===== config.mk =====
export PLATFORM = sky130hd
export DESIGN_NAME = tdm_demux14
export DESIGN_NICKNAME = d
export VERILOG_FILES = /design/src/rtl/tdm_pkg.sv /design/src/rtl/tdm_slot_ctr.sv /design/src/rtl/tdm_demux14.sv
export SDC_FILE = /design/constraint.sdc
export NUM_CORES = 1
export LEC_CHECK = 0
export CORE_AREA = 8 8 45 47
export DETAILED_ROUTE_END_ITERATION = 10
export DIE_AREA = 0 0 53 55
export PLACE_DENSITY_LB_ADDON = 0.08
export RECOVER_POWER = 50
export SLEW_MARGIN = 20
export SYNTH_ARGS = -nofsm -noshare
export SYNTH_HDL_FRONTEND = slang
export SYNTH_SLANG_ARGS = --single-unit

===== constraint.sdc =====
create_clock -name clk -period 3.6 [get_ports clk]
set_clock_uncertainty 0.1 [all_clocks]
set_input_delay 0.36 -clock clk [delete_from_list [all_inputs] [get_ports clk]]
set_output_delay 0.36 -clock clk [all_outputs]
set_load 0.01 [all_outputs]

===== src/rtl/tdm_pkg.sv =====
// Shared definitions for the TDM 4:1 mux / 1:4 demux pair.
// Holds the channel count, slot index width, slot and lock-state encodings,
// and a small slot arithmetic helper.
package tdm_pkg;

  localparam int NCH    = 4;
  localparam int SLOT_W = 2;

  // Slot index carried on the TDM stream; also the mux-side select encoding.
  typedef enum logic [SLOT_W-1:0] {
    SLOT_A = 2'd0,
    SLOT_B = 2'd1,
    SLOT_C = 2'd2,
    SLOT_D = 2'd3
  } slot_e;

  // Frame alignment state of the receiver.
  typedef enum logic {
    HUNT = 1'b0,
    LOCK = 1'b1
  } state_e;

  // Next slot index, wrapping from the last channel back to channel a.
  function automatic logic [SLOT_W-1:0] slot_inc(input logic [SLOT_W-1:0] slot);
    return slot + {{(SLOT_W-1){1'b0}}, 1'b1};
  endfunction

endpackage : tdm_pkg


===== src/rtl/tdm_slot_ctr.sv =====
// Slot counter for the TDM demux.
// Priority: clear to 0 (hunting / dropped beat), load to 1 (beat captured
// as slot 0 on sync), advance with wrap on an accepted beat, else hold.
module tdm_slot_ctr
  import tdm_pkg::*;
(
  input  logic              clk,
  input  logic              rst_n,
  input  logic              i_clr,
  input  logic              i_load1,
  input  logic              i_adv,
  output logic [SLOT_W-1:0] o_slot
);

  logic [SLOT_W-1:0] r_slot;

  // Slot counter register; the counter naturally wraps 3 -> 0.
  // NOTE: sequential state uses non-blocking (<=) so every flop samples the
  // pre-edge values of its inputs, independent of block evaluation order.
  always_ff @(posedge clk or negedge rst_n) begin
    if (!rst_n) begin
      r_slot <= SLOT_A;
    end else if (i_clr) begin
      r_slot <= SLOT_A;
    end else if (i_load1) begin
      r_slot <= SLOT_B;
    end else if (i_adv) begin
      r_slot <= slot_inc(r_slot);
    end
  end

  assign o_slot = r_slot;

endmodule : tdm_slot_ctr


===== src/rtl/tdm_demux14.sv =====
// TDM 1:4 demultiplexer: receive-side counterpart of the 4:1 channel mux.
// Beats arrive in slot order a, b, c, d with sync marking slot 0. A lock FSM
// and slot counter steer each beat into a shadow register; all four outputs
// load together on the slot-3 beat so downstream never sees a torn frame.
// Optional build macro: TDM_DEMUX_STRICT_SYNC_EN -- a slot-0 beat without
// sync while locked is an error that drops the beat and returns to HUNT.
// Without it, a missing sync at slot 0 is tolerated (flywheel).
module tdm_demux14
  import tdm_pkg::*;
#(
  parameter int W = 1
) (
  input  logic         clk,
  input  logic         rst_n,
  input  logic [W-1:0] din,
  input  logic         din_valid,
  input  logic         sync,
  output logic [W-1:0] a,
  output logic [W-1:0] b,
  output logic [W-1:0] c,
  output logic [W-1:0] d,
  output logic         s1,
  output logic         s2,
  output logic         frame_valid,
  output logic         locked,
  output logic         sync_err
);

  state_e            r_state;
  state_e            w_state_nxt;
  logic [SLOT_W-1:0] w_slot;

  logic              w_ctr_clr;
  logic              w_ctr_load1;
  logic              w_ctr_adv;
  logic              w_wr_en;
  slot_e             w_wr_slot;
  logic              w_frame_done;
  logic              w_err;

  // Shadow registers for slots a..c. The slot-3 beat goes straight from din
  // into output d, so it never needs a shadow copy.
  logic [W-1:0]      r_sh_a;
  logic [W-1:0]      r_sh_b;
  logic [W-1:0]      r_sh_c;

  logic [W-1:0]      r_a;
  logic [W-1:0]      r_b;
  logic [W-1:0]      r_c;
  logic [W-1:0]      r_d;
  logic              r_frame_valid;
  logic              r_sync_err;

  tdm_slot_ctr u_slot_ctr (
    .clk     (clk),
    .rst_n   (rst_n),
    .i_clr   (w_ctr_clr),
    .i_load1 (w_ctr_load1),
    .i_adv   (w_ctr_adv),
    .o_slot  (w_slot)
  );

  // Lock FSM state register.
  always_ff @(posedge clk or negedge rst_n) begin
    if (!rst_n) begin
      r_state <= HUNT;
    end else begin
      r_state <= w_state_nxt;
    end
  end

  // Next-state and per-beat steering: which shadow to write, counter action,
  // frame completion and sync error.
  // NOTE: every signal gets a default before the case so no path leaves a
  // combinational output unassigned, which would otherwise infer a latch.
  always_comb begin
    w_state_nxt  = r_state;
    w_ctr_clr    = 1'b0;
    w_ctr_load1  = 1'b0;
    w_ctr_adv    = 1'b0;
    w_wr_en      = 1'b0;
    w_wr_slot    = SLOT_A;
    w_frame_done = 1'b0;
    w_err        = 1'b0;

    case (r_state)
      HUNT: begin
        if (din_valid && sync) begin
          // Frame start found: this beat is slot 0.
          w_ctr_load1 = 1'b1;
          w_wr_en     = 1'b1;
          w_wr_slot   = SLOT_A;
          w_state_nxt = LOCK;
        end else begin
          // Unaligned beats are dropped; counter pinned at slot 0.
          w_ctr_clr   = 1'b1;
        end
      end

      LOCK: begin
        if (din_valid) begin
          if (sync && (w_slot != SLOT_A)) begin
            // Early sync: abandon the partial frame and restart on this beat.
            w_err       = 1'b1;
            w_ctr_load1 = 1'b1;
            w_wr_en     = 1'b1;
            w_wr_slot   = SLOT_A;
`ifdef TDM_DEMUX_STRICT_SYNC_EN
          end else if (!sync && (w_slot == SLOT_A)) begin
            // Missing sync at a frame boundary: alignment is suspect, re-hunt.
            w_err       = 1'b1;
            w_ctr_clr   = 1'b1;
            w_state_nxt = HUNT;
`endif
          end else begin
            // In-order beat for the expected slot.
            w_ctr_adv    = 1'b1;
            w_wr_en      = 1'b1;
            w_wr_slot    = slot_e'(w_slot);
            w_frame_done = (w_slot == SLOT_D);
          end
        end
      end

      default: begin
        w_state_nxt = HUNT;
        w_ctr_clr   = 1'b1;
      end
    endcase
  end

  // Shadow capture of slots a..c as their beats arrive.
  // NOTE: the shadow registers are reset along with everything else so a
  // frame after reset never exposes stale data from before it.
  always_ff @(posedge clk or negedge rst_n) begin
    if (!rst_n) begin
      r_sh_a <= '0;
      r_sh_b <= '0;
      r_sh_c <= '0;
    end else if (w_wr_en) begin
      case (w_wr_slot)
        SLOT_A:  r_sh_a <= din;
        SLOT_B:  r_sh_b <= din;
        SLOT_C:  r_sh_c <= din;
        default: ;
      endcase
    end
  end

  // Coherent output update: all four channels load on the slot-3 beat.
  always_ff @(posedge clk or negedge rst_n) begin
    if (!rst_n) begin
      r_a <= '0;
      r_b <= '0;
      r_c <= '0;
      r_d <= '0;
    end else if (w_frame_done) begin
      r_a <= r_sh_a;
      r_b <= r_sh_b;
      r_c <= r_sh_c;
      r_d <= din;
    end
  end

  // Single-cycle status pulses aligned with the output update.
  always_ff @(posedge clk or negedge rst_n) begin
    if (!rst_n) begin
      r_frame_valid <= 1'b0;
      r_sync_err    <= 1'b0;
    end else begin
      r_frame_valid <= w_frame_done;
      r_sync_err    <= w_err;
    end
  end

  assign a           = r_a;
  assign b           = r_b;
  assign c           = r_c;
  assign d           = r_d;
  assign s1          = w_slot[1];
  assign s2          = w_slot[0];
  assign frame_valid = r_frame_valid;
  assign sync_err    = r_sync_err;
  assign locked      = (r_state == LOCK);

endmodule : tdm_demux14


* Word-level counts from Yosys, hierarchy flattened
Index checks and enable logic that the tools add are counted.
** Storage, ports and cells
- Input port bits :: 5
- Flip-flop bits (word level) :: 12
** Operators by class
- Eq/ne operators :: 3
- Multiplexer cells :: 22
- Reduce and logical (&&, ||, !) cells :: 8
- Add/subtract/negate cells :: 1
- Bitwise logic cells :: 1
** Operators by type and width (number)
- 2-to-1 mux 1 bit :: 14
- 2-to-1 mux 2 bit :: 5
- AND reduction 2 bit :: 3
- == test 2 bit (second input constant) :: 2
- one-hot mux 1 bit (2 select lines) :: 2
- one-hot mux 2 bit (2 select lines) :: 1
- nonzero test 3 bit :: 1
- adder 2 x 1 -> 2 bit (second input constant) :: 1
- == test 2 x 1 -> 1 bit (second input constant) :: 1
- logical AND 1 bit :: 2
- zero test 2 bit :: 1
- nonzero test 2 bit :: 1
- inverter 1 bit :: 1

* Depth between registers and ports, before layout
- Word-level depth :: 8
- Mapped depth :: 5
- Gate-level depth less buffers :: 5

* Cells and area by module
A second synthesis with hierarchy kept.
** Unflattened totals
- Cell total of the unflattened synthesis :: 40
- Area total of the unflattened synthesis :: 556.8 um^2
** By module, submodules not included
- tdm_demux14 :: area each 459.2 um^2, cells an instance 32, times used 1
- tdm_slot_ctr :: area each 97.6 um^2, cells an instance 8, times used 1

* Least setup slack after synthesis
Ideal clock, no wire load.
- Path kind :: register to register
- Start point :: register u_slot_ctr.r_slot[0] (netlist: u_slot_ctr.o_slot[0])
- End point :: register r_sh_b
- Arrival time :: 1454 ps
- Clock period less this slack :: 1682 ps
- Setup time :: 128 ps
- Slack :: 1918 ps
- Stages on the path, launching flop included :: 6
- Path through :: dfrtp_1 inv_1 ha_1 and2b_1 nor4_1 mux2_1
** Between the ends
- Word-level cells in the longest chain between the ends :: 7
** Ends and longest elaborated chain
- start: declaration :: RTL line tdm_slot_ctr.sv:15 : logic [SLOT_W-1:0] r_slot;
- start signal: assignment :: RTL line tdm_slot_ctr.sv:28 : r_slot <= slot_inc(r_slot);
- nonzero test 2 bit :: RTL line tdm_demux14.sv:102 : if (sync && (w_slot != SLOT_A)) begin
- logical AND 1 bit :: RTL line tdm_demux14.sv:102
- 2-to-1 mux 2 bit (*) :: RTL line tdm_demux14.sv:102
- 2-to-1 mux 2 bit (*) :: RTL line tdm_demux14.sv:101 : if (din_valid) begin
- one-hot mux 2 bit (2 select lines) (*) :: RTL line tdm_demux14.sv:86 : case (r_state)
- == test 2 x 1 -> 1 bit (*) :: RTL line tdm_demux14.sv:141 : case (w_wr_slot)
- AND reduction 2 bit (no source line) (*)
- end signal: assignment :: RTL line tdm_demux14.sv:143 : SLOT_B: r_sh_b <= din;
- end: declaration :: RTL line tdm_demux14.sv:44 : logic [W-1:0] r_sh_b;
Mark *: on every way between the ends. The rest lies on a longest branch, timed or not.
A chain may end at the register's enable or synchronous reset.

* Final worst setup path
Ends and elaborated chain as after synthesis.

==> results.py <==
metrics = {
    "outcome": {
        "status": "complete, no violations",
    },
    "floorplanning": {
        "num_io_pins": 14,
        "core-area_mm2": 0.00138,
        "dieHeight_um": 55,
        "die_area_mm2": 0.00292,
        "die_x_um": 53,
        "rows": 14,
        "initial_utilization_pct": 37.6,
    },
    "worst_setup_path": {
        "crit_type": "reg2reg",
        "crit_end": "r_sh_b",
        "ff2ff_path_depth": 5,
        "reg2reg_from": "u_slot_ctr.o_slot[0]",
        "critPathLaunch": "u_slot_ctr.o_slot[0]",
        "critPathMaxFanout": 6,
        "worstSetupStartpointType": "flop",
        "arrival_ns": 1.94,
        "cp.required_ns": 3.65,
        "crit_chain": "inv_1 -> ha_1 -> and2b_1 -> nor4_1 -> mux2_1",
        "slowest_delay_ns": 0.45,
        "cp_slowest_cell": "dfrtp_1",
        "r2r_end": "r_sh_b",
        "r2r_setup_slack_ns": 1.71,
        "cp-end-kind": "flop",
    },
    "power": {
        "p_int_w": 0.000351,
        "p_comb_share_pct": 40.7,
        "power_frac_clock_pct": 15.4,
        "power_density_mw_per_mm2": 737,
        "peakVddDrop_mv": 0.278,
        "p_switching_w": 0.000160,
        "cellLeakagePower_nw": 0.316,
        "seqPwrFrac_pct": 43.9,
        "switching_share_pct": 31.3,
    },
    "yosys": {
        "synth_top_area_share_pct": 57.7,
        "mappedNetlistArea_um2": 520,
        "ys_ff_latch": 12,
        "synth_warnings": 0,
        "syn_nets": 48,
        "yosysUniqueCellTypes": 19,
        "ys_seq_area_share_pct": 57.7,
        "avgSynthCellArea_um2": 12.7,
        "synth_top_cell_by_area": "dfrtp_1",
        "synth_cells": 41,
        "synthTopCellsByArea": "dfrtp_1 (58%), mux2_2 (11%), ha_1 (4.8%)",
    },
    "cts": {
        "cts_num_sinks": 12,
        "clockRootBuffer": "clkbuf_4",
        "cts.path.max_buffers": 2,
        "post_cts_resized": 0,
        "cts-buffers-inserted": 3,
        "post_cts_buffers": 0,
        "htree_levels": 1,
        "ctsHoldBuffers": 0,
        "clkTransAtPathRegs_ns": 0.07,
        "tritoncts": "built",
        "insertion_delay_ns": 0.27,
    },
    "flow_run": {
        "maxCapViolCount": 0,
    },
    "timing": {
        "maxSlewHeadroom_pct": 65.4,
        "rsz0062_at_grt": "no",
        "finalCritPeriodShare_pct": 52.6,
        "setup-violations-final": 0,
        "fin_crit_ns": 1.89,
        "report.final.slew_viol_count": 0,
        "tns_ns": 0,
        "clock.fmax_mhz": 528,
        "tightestPinTransition_ns": 0.517,
        "hold_violations": 0,
    },
    "routing": {
        "wl_per_cell_um": 14.0,
        "first_pass_iters": 2,
        "routed_wl_mm": 1.02,
        "wl_met1_um": 446,
        "met2_length_um": 448,
        "dr.first_iter.drc_count": 3,
        "wl_met3_um": 112,
        "vias_per_cell": 5.12,
        "vias": 374,
        "detail-route-antenna-nets": 0,
        "dr.max_layer_used": "met4",
        "drc": 0,
    },
    "cells_and_area": {
        "regArea_um2": 300,
        "nNetsFinal": 66,
        "finalNonFillerCells": 73,
        "multi_input_area_um2": 209,
        "diodes": 0,
        "drive_gt1_share_pct": 14.0,
        "nFillCells": 129,
        "area_growth_pct": 33.2,
        "final_util_pct": 50.1,
    },
    "placed_design": {
        "port-buffer-count": 13,
        "dp.cells": 70,
        "gp_congestion": 0.751,
        "dpl.hpwl_um": 794,
    },
    "grt": {
        "antenna_found_initial": 0,
        "grt_max_degree": 13,
        "grt_first_pass_wirelength_mm": 1.55,
        "grt_usage_pct": 7.51,
        "grt_pass1_vias": 373,
        "grt.overflow.total": 0,
    },
    "worst_hold_path": {
        "hp-class": "reg2reg",
    },
}
==> worst max-delay path, delay by kind of cell, from the launching register on <==
family                     cells  cell delay, ns
adders and majority gates      1            0.19
buffers and inverters          1            0.13
muxes                          1            0.36
and+or+nand+nor                2            0.55
DFF                            1            0.45
==> how the worst min path moves through the flow <==
stage | depth (start not counted) | slack (ns) | endpoint | from
4_1_cts | 1 | 0.35 | sync_err | rst_n
6_report | 1 | 0.38 | r_sh_c | r_sh_c
5_1_grt | 1 | 0.41 | r_sh_c | r_sh_c
2_1_floorplan | 0 | -0.04 | a | rst_n
3_3_place_gp | 1 | 0.37 | r_sh_b | r_sh_b
3_5_place_dp | 1 | 0.37 | r_sh_c | r_sh_c
==> synth_stat cells, drive strengths merged <==
master   n
and2b    1
nand4    1
nand2    2
dfrtp   12
mux2i    1
nor2     1
inv      3
a21oi    1
a21boi   2
nand2b   2
ha       2
nor3b    1
o21ai    1
a21o     1
nor4     2
mux2     7
nand3    1
==> registers in the layout, indices dropped and copies added (netlist names) <==
| name | cells |
|---|---|
| a | 1 |
| b | 1 |
| c | 1 |
| d | 1 |
| frame_valid | 1 |
| locked | 1 |
| r_sh_a | 1 |
| r_sh_b | 1 |
| r_sh_c | 1 |
| sync_err | 1 |
| u_slot_ctr.o_slot | 2 |
==> layout make-up <==
type | instances | share of cell area (%)
inverters | 3 | 1.62
multi-input cells | 26 | 30.1
flip-flops and latches | 12 | 43.3
clock buffers | 3 | 3.25
well taps | 16 | 2.89
repair buffers | 13 | 18.8
==> metrics by stage <==
step / hold slack [ns] / setup slack, ns / total power [W] / cell area (µm²)
after floorplan: -0.0356 / 1.92 / 0.000331 / 520
after global placement: 0.367 / 1.70 / 0.000431 / 671
after detailed placement: 0.371 / 1.62 / 0.000439 / 671
after CTS: 0.354 / 1.74 / 0.000518 / 693
after global routing: 0.405 / 1.58 / 0.000545 / 693
final: 0.384 / 1.71 / 0.000511 / 693
==> power groups by stage <==
stage          logic [W]  clock network (W)  registers [W]
3_3_place_gp    0.000207                  0       0.000223
5_1_grt         0.000227          0.0000870       0.000231
3_5_place_dp    0.000212                  0       0.000227
6_report        0.000208          0.0000785       0.000224
2_1_floorplan  0.0000934                  0       0.000238
4_1_cts         0.000213          0.0000812       0.000224
==> per-layer routing <==
layer  up-vias  global-route usage [%]
met4         0                    6.47
met1       179                    7.50
li1        178                       -
met5         -                       0
met3         2                    3.74
met2        15                    11.5
==> logic make-up (layout without fill, tap and decap cells) <==
kind of cell | count (synthesis) | in the layout | share of synthesized area [%]
flip-flops | 12 | 12 | 57.7
AND/OR/NAND/NOR | 11 | 11 | 12.0
multiplexers | 8 | 8 | 17.1
AO/OA/AOI/OAI | 5 | 5 | 6.25
buffers and inverters | 3 | 19 | 2.16
adder cells (fa/ha/maj) | 2 | 2 | 4.81
==> cells in the final DEF, fill, tap and decap left out, types with 2 or more instances in the layout <==
master	n
a21boi_0	2
clkbuf_4	3
clkdlybuf4s50_1	11
dfrtp_1	12
dlygate4sd3_1	2
ha_1	2
inv_1	3
mux2_1	2
mux2_2	5
nand2_1	2
nand2b_1	2
nor4_1	2
Note: power is estimated with default switching activity, not from simulation.
